### config.mk
export PLATFORM = sky130hd
export DESIGN_NAME = res_station
export DESIGN_NICKNAME = d
export VERILOG_FILES = /design/src/rtl/qu_common.sv /design/src/rtl/prio_enc.sv /design/src/rtl/res_station.sv
export SDC_FILE = /design/constraint.sdc
export NUM_CORES = 2
export LEC_CHECK = 0
export ABC_AREA = 1
export BUFFER_PORTS_ARGS = -buffer_cell sky130_fd_sc_hd__buf_2
export CORE_ASPECT_RATIO = 0.6
export CORE_UTILIZATION = 25
export DETAILED_ROUTE_END_ITERATION = 8
export PLACE_DENSITY_LB_ADDON = 0.15
export SYNTH_ARGS = -nofsm -noshare
export SYNTH_HDL_FRONTEND = slang
export SYNTH_SLANG_ARGS = --single-unit
### constraint.sdc
create_clock -name clk -period 7.8 [get_ports clk]
set_clock_uncertainty 0.1 [all_clocks]
set_input_delay 1.17 -clock clk [delete_from_list [all_inputs] [get_ports clk]]
set_output_delay 1.17 -clock clk [all_outputs]
set_load 0.05 [all_outputs]
### src/rtl/qu_common.sv
// rtl/qu_common.sv - shared Qu types: reservation-station cell, tag width, CDB capture helper
package qu_common;

   localparam int QU_TAG_WIDTH = 5;
   localparam int QU_RS_DEPTH  = 8;
   localparam logic [QU_TAG_WIDTH-1:0] QU_TAG_READY = '0;

   typedef struct packed {
      logic [7:0]              op;
      logic [31:0]             vj;
      logic [31:0]             vk;
      logic [QU_TAG_WIDTH-1:0] qj;
      logic [QU_TAG_WIDTH-1:0] qk;
      logic [31:0]             a;
      logic [31:0]             pc;
   } res_st_cell_t;

   // j and k sides match independently so one broadcast can satisfy both operands
   function automatic res_st_cell_t cdb_capture(input res_st_cell_t c,
                                                input logic hit,
                                                input logic [QU_TAG_WIDTH-1:0] tag,
                                                input logic [31:0] value);
      res_st_cell_t r;
      r = c;
      if (hit && c.qj == tag) begin
         r.vj = value;
         r.qj = QU_TAG_READY;
      end
      if (hit && c.qk == tag) begin
         r.vk = value;
         r.qk = QU_TAG_READY;
      end
      return r;
   endfunction

endpackage

### src/rtl/prio_enc.sv
// rtl/prio_enc.sv - find-first-set: lowest set bit index plus found flag
module prio_enc #(
   parameter  int N  = 8,
   localparam int IW = (N > 1) ? $clog2(N) : 1
) (
   input  logic [N-1:0]  i_req,
   output logic [IW-1:0] o_idx,
   output logic          o_found
);

   always_comb begin
      o_idx   = '0;
      o_found = 1'b0;
      for (int i = N - 1; i >= 0; i--) begin
         if (i_req[i]) begin
            o_idx   = IW'(i);
            o_found = 1'b1;
         end
      end
   end

endmodule

### src/rtl/res_station.sv
// rtl/res_station.sv - reservation station: buffers renamed ops, snoops the CDB, issues ready ops
module res_station
   import qu_common::*;
#(
   parameter  int RS_DEPTH  = QU_RS_DEPTH,
   parameter  int TAG_WIDTH = QU_TAG_WIDTH,
   localparam int IW        = $clog2(RS_DEPTH),
   localparam int OW        = $clog2(RS_DEPTH + 1)
) (
   input  logic                 clk,
   input  logic                 rst_n,
   input  logic                 flush,
   input  logic                 alloc_valid,
   output logic                 alloc_ready,
   input  res_st_cell_t         alloc_cell,
   input  logic                 cdb_valid,
   input  logic [TAG_WIDTH-1:0] cdb_tag,
   input  logic [31:0]          cdb_value,
   output logic                 issue_valid,
   input  logic                 issue_ready,
   output res_st_cell_t         issue_cell,
   output logic [OW-1:0]        occupancy
);

   logic [RS_DEPTH-1:0] r_busy;
   res_st_cell_t        r_cell [RS_DEPTH];
   logic                r_out_valid;
   res_st_cell_t        r_out_cell;
   logic [OW-1:0]       r_occ;

   logic [RS_DEPTH-1:0] w_ready;
   logic [IW-1:0]       w_free_idx;
   logic [IW-1:0]       w_rdy_idx;
   logic                w_free_found;
   logic                w_rdy_found;
   logic                w_cdb_hit;
   logic                w_do_alloc;
   logic                w_out_open;
   logic                w_load;
   res_st_cell_t        w_alloc_cell;

   always_comb begin
      for (int i = 0; i < RS_DEPTH; i++) begin
         w_ready[i] = r_busy[i] && (r_cell[i].qj == QU_TAG_READY) && (r_cell[i].qk == QU_TAG_READY);
      end
   end

   prio_enc #(.N(RS_DEPTH)) u_free_enc (
      .i_req   (~r_busy),
      .o_idx   (w_free_idx),
      .o_found (w_free_found)
   );

   prio_enc #(.N(RS_DEPTH)) u_rdy_enc (
      .i_req   (w_ready),
      .o_idx   (w_rdy_idx),
      .o_found (w_rdy_found)
   );

   assign alloc_ready  = (r_occ != OW'(RS_DEPTH));
   assign w_cdb_hit    = cdb_valid && (cdb_tag != QU_TAG_READY);
   assign w_do_alloc   = alloc_valid && alloc_ready && w_free_found;
   assign w_out_open   = !r_out_valid || issue_ready;
   assign w_load       = w_out_open && w_rdy_found;
   assign w_alloc_cell = cdb_capture(alloc_cell, w_cdb_hit, cdb_tag, cdb_value);

   assign issue_valid = r_out_valid;
   assign issue_cell  = r_out_cell;
   assign occupancy   = r_occ;

   // The load source is busy and the alloc target is free, so the two indices never collide
   always_ff @(posedge clk or negedge rst_n) begin
      if (!rst_n) begin
         r_busy      <= '0;
         r_out_valid <= 1'b0;
         r_out_cell  <= '0;
         r_occ       <= '0;
      end else if (flush) begin
         r_busy      <= '0;
         r_out_valid <= 1'b0;
         r_occ       <= '0;
      end else begin
         if (w_load) r_busy[w_rdy_idx] <= 1'b0;
         if (w_do_alloc) r_busy[w_free_idx] <= 1'b1;
         if (w_out_open) begin
            r_out_valid <= w_rdy_found;
            if (w_rdy_found) r_out_cell <= r_cell[w_rdy_idx];
         end
         r_occ <= r_occ + OW'(w_do_alloc) - OW'(w_load);
      end
   end

   // Payload is qualified by r_busy, so it needs no reset or flush
   always_ff @(posedge clk) begin
      for (int i = 0; i < RS_DEPTH; i++) begin
         if (w_do_alloc && (w_free_idx == IW'(i))) r_cell[i] <= w_alloc_cell;
         else r_cell[i] <= cdb_capture(r_cell[i], w_cdb_hit, cdb_tag, cdb_value);
      end
   end

endmodule
=== After elaboration in Yosys (flattened, before gate mapping) ===
Memory sizes are Yosys's and may differ from the RTL's. A register that Yosys moved wholly into a read port is not among the register bits.
Index checks and enable logic that the tools add are counted.

* Multiplexer cells: 143
* $add $sub $neg: 2
* Bitwise logic cells: 13
* Reductions and logical operators: 71
* Equality and inequality tests: 26
* Magnitude comparators: 4

{| class="wikitable"
|+ Operators by type and width
! cell !! count
|-
| $mux W146 || 8
|-
| $mux W32 || 34
|-
| $mux W5 || 34
|-
| $eq A5 B5 Y1 || 18
|-
| $logic_not A5 Y1 || 16
|-
| $logic_and A1 B1 Y1 || 48
|-
| $mux W3 || 16
|-
| $mux W1 || 44
|-
| $mux W8 || 4
|-
| $not A8 Y8 || 2
|-
| $eq A3 B3 Y1 const B || 4
|-
| $and A8 B8 Y8 || 1
|-
| $lt A3 B4 Y1 const B || 2
|-
| $or A1 B1 Y1 || 8
|-
| $or A8 B8 Y8 || 1
|-
| $demux W1 S3 || 2
|-
| $eq A3 B2 Y1 const B || 2
|-
| $ge A3 B1 Y1 const B || 2
|-
| $reduce_bool A5 Y1 || 1
|-
| $add A4 B1 Y4 || 1
|-
| $mux W4 || 1
|-
| $ne A4 B4 Y1 const B || 1
|-
| $sub A4 B1 Y4 || 1
|-
| $eq A3 B1 Y1 const B || 1
|-
| other kinds (6) || 7
|}

* Memory bits (writable): 1168
* Logic and storage cells: 263
* Memories kept: 1
* Input port bits: 189
* Register bits after elaboration: 13

{| class="wikitable"
|+ Memory list
! memory !! words !! width !! rd ports !! clocked after memory_dff !! write ports !! RTL line !! RTL
|-
| r_cell || 8 || 146 || 9 || 1 || 8 || res_station.sv:26 || <nowiki>res_st_cell_t r_cell [RS_DEPTH];</nowiki>
|}

=== Depth between registers and ports, before layout ===
* Word-level depth: 22
* Mapped depth: 17
* Mapped depth without buffers: 15

=== Hierarchy ===
A second synthesis with hierarchy kept.

* Cell total of the unflattened synthesis: 6360
* Area, all modules: 61904.4 µm²

{| class="wikitable"
|+ Modules (own cells, without submodules)
! module !! cells each !! seq. area each (µm²) !! area an instance (µm²) !! times used
|-
| res_station || 6316 || 39052.5 || 61706.7 || 1
|-
| prio_enc || 22 || 0.0 || 98.8 || 2
|}

=== Worst setup path after synthesis ===
Ideal clock, no wire load.

* Path kind: register -> register
* Start point: register r_occ[2], in the netlist occupancy[2]
* End point: memory r_cell[7][100] in the netlist's numbering (enable)
* Setup time: 0.483 ns
* Buffers on the path: 1
* Data required time: 7.217 ns
* Period minus slack after synthesis: 7.395 ns
* Stages on the path, launching flop included: 11
* Data arrival time: 6.812 ns
* Path slack: 0.405 ns
* Cell sequence: dfrtp_1 inv_1 ha_1 nand3_1 o211ai_1 nor3_1 inv_1 nor2_1 inv_2 clkbuf_1 o21ai_0

{| class="wikitable"
|+ RTL lines
! item !! RTL line !! RTL
|-
| start: declaration || res_station.sv:29 || <nowiki>logic [OW-1:0] r_occ;</nowiki>
|-
| start signal: assignment || res_station.sv:89 || <nowiki>r_occ <= r_occ + OW'(w_do_alloc) - OW'(w_load);</nowiki>
|-
| end: declaration || res_station.sv:26 ||
|}

==> out/results.txt <==
Initial Utilization = 25.2%
Detailed-route via count = 41700
Pre-antenna DRT Iters = 5
Crit Path Category = flip-flop to flip-flop
Initial antenna violation count = 45
Gr ovfl total = 0
Placed wire-length estimate = 125000 um
Initial DRC Count = 3593
GPL Wtd Cong = 0.786
Clk slew on worst S/H paths = 0.06 ns
Mapped Avg Cell Area = 10.4 um^2
EDFF count, synth = 1168
Peak Freq = 184 MHz
Internal power = 12.5 mW
Switch Pwr = 4.28 mW
Layout Nets = 6028
Syn_nets = 5788
Critical-path top delay cell = inv_8
Area share of the largest cell type after synthesis = 60.5%
LEAKAGE = 27.3 nW
Via-per-instance ratio = 4.63
Top cells by area, synth = edfxtp_1 60%, nand2_1 11%, dfrtp_1 6.9%
Vias in the first global route = 40900
Synth top cells by count = 1724 x nand2_1, 1168 x edfxtp_1, 570 x nand3_1
Outcome = completed
Crit path time final = 5.43 ns
RSZ-0062 raised after global routing = false
Post-Layout Cell Count = 8992
Top-count cell post-synth = nand2_1
YS warnings = 0
Final Hold Fails = 0
Area grow syn2layout = 16.9%
VDD IR max = 161 uV
Placed cell count = 8715
Die W = 624 um
Bufs and invs on worst path = 5
Yosys reg bits = 1327
Port bufs = 340
Rows = 136
CP dominant cell by count = nand2_1
Max-cap violations = 0
Core ar. = 230000 um^2
Endpoints failing setup = 0
CTS Buf Count = 152
Hold Crit Class = primary input to asynchronous set/reset pin
TNS Setup = 0 ns
Die Height = 375 um
Slew @ Worst Pin = 1.09 ns
Final wirelength = 224000 um
Max stage delay on crit path = 0.80 ns
Area leader, netlist = edfxtp_1
Drt wl/cell = 24.9 um
Io pins = 341
PD cells = 248 nW/um^2
Period utilisation layout = 69.7%
Pin count of the biggest net entering global routing = 115
CP startpoint kind = flip-flop
Clock share of power = 42.3%
CTS root buffer = clkbuf_16
CTS Hold Buffers Added = 0
Antenna Nets Post-Route = 0
Post-CTS sizing = 0
Setup Buffers After CTS = 0
Slew HR = 27.3%
Reg2Reg Depth = 17
Cell area after synthesis = 58000 um^2
Cell family with most CP delay = simple AND/OR/NAND/NOR gates
Clk_lat worst skew = 0.84 ns
R2R setup slack = 2.37 ns
Crit Path Max Fanout = 101
Critical path arrival = 6.05 ns
Post-Synthesis Cells = 5593
Crit path capture type = flip-flop
Comb power frac = 8.7%
FF-to-FF End = issue_cell[128]
RR Startpoint = r_cell[5][69]
Sequential share of power = 49.0%
DIE AREA = 234000 um^2
Share of layout cells above drive strength 1 = 12.6%
Distinct cells, synth = 42
Final Max Slew Viols = 0
Sinks on the clock net = 1327
Overall Global Routing Usage = 18.8%
Sequential area share after synthesis = 67.3%
H-tree level count = 4
CTS tree = built
CTS Buffer Depth = 4
Sw frac = 25.4%
Ys async rst share = 12.0%
Data required, critical path = 8.42 ns
First-pass GRT wire length = 317000 um
Synth Flop Type = edfxtp_1
CP Cell Sequence = inv_2 > nand2_1 > nor2_1 > nand3_1 > nand2_4 > inv_2 > nand2_2 > nand2_1 > nand2_2 > buf_4 > nand2_2 > inv_8 > buf_4 > nand2_1 > nand3_1 > nand3_1 > nand2_1
Number of remaining DRC errors = 0
==> cells in the final DEF (no fill, tap or decap), types with 15 or more instances in the layout <==
| cell type | count |
|---|---|
| xnor2_1 | 34 |
| edfxtp_1 | 1168 |
| xor2_1 | 27 |
| inv_2 | 17 |
| dfrtp_1 | 159 |
| nand2_1 | 1724 |
| o21ai_1 | 219 |
| nor2_1 | 407 |
| clkinv_2 | 20 |
| inv_1 | 331 |
| o21ai_2 | 42 |
| nand3b_1 | 98 |
| clkbuf_8 | 15 |
| clkbuf_1 | 50 |
| clkinv_1 | 17 |
| o21ai_0 | 318 |
| nand4_1 | 41 |
| clkbuf_16 | 157 |
| buf_4 | 78 |
| nand3_1 | 568 |
| buf_2 | 339 |
==> worst max path at each step <==
stage / slack, ns / endpoint / cells after the start / startpoint
final: 2.37 / issue_cell[128] / 17 / r_cell[5][69]
after detailed placement: 2.38 / issue_cell[92] / 17 / r_cell[5][71]
after global placement: 2.44 / r_cell[6][81] / 10 / cdb_tag[2]
after floorplan: 0.41 / r_cell[7][100] / 10 / occupancy[2]
after global routing: 2.18 / issue_cell[128] / 17 / r_cell[5][71]
after CTS: 2.39 / issue_cell[128] / 17 / r_cell[5][69]
==> cell families after synthesis <==
group	Yosys count	synth area share [%]
fa+ha+maj	6	0.142
buf+inv	701	5.01
xor+xnor	61	0.921
flops	1327	67.3
simple gates	2878	20.8
compound gates	620	5.80
==> per-stage QoR <==
step	power [mW]	utilization, %	worst slack, ns	hold slack [ns]	area, um^2
after floorplan	9.26	-	0.405	0.445	58000
after CTS	17.0	29.5	2.39	0.218	67800
final	16.8	29.5	2.37	0.234	67800
after global placement	9.88	27.4	2.44	0.343	63000
after detailed placement	9.89	27.4	2.38	0.350	63000
after global routing	17.4	29.5	2.18	0.252	67800
==> cell type report <==
type                    instances  area [um^2]
diodes                          8         20.0
clock buffers                 222         4320
clock inverters                47          409
fillers                     23900       162000
inverters                     361         1400
multi-input cells            3565        16300
flip-flops and latches       1327        39100
well taps                    3036         3800
repair buffers                426         2460
==> metal layers <==
| metal | part of all wire, % | global-route usage, % |
|---|---|---|
| met3 | 5.7 | 3.27 |
| met4 | 2.0 | 3.80 |
| met1 | 48 | 27.5 |
| met2 | 44 | 29.1 |
| met5 | 0.070 | 0 |
==> flip-flops by register name, indices dropped and copies added, names as in the netlist <==
name and count:
r_cell 1168, occupancy 4, r_busy 8, issue_cell 146, issue_valid 1
==> worst reg2reg max path, delay by kind of cell, from the launching register on <==
family	cells	cell delay, ns
buffers and inverters	5	2.36
flip-flops	1	0.42
AND/OR/NAND/NOR	12	2.51
==> power by group through the flow <==
stage / clock network (mW) / registers, mW / logic (mW)
after floorplan: 0 / 8.59 / 0.665
final: 7.11 / 8.24 / 1.47
after detailed placement: 0 / 8.39 / 1.49
after global routing: 7.53 / 8.27 / 1.62
after CTS: 7.30 / 8.25 / 1.49
after global placement: 0 / 8.40 / 1.49
(Power assumes the default switching activity.)
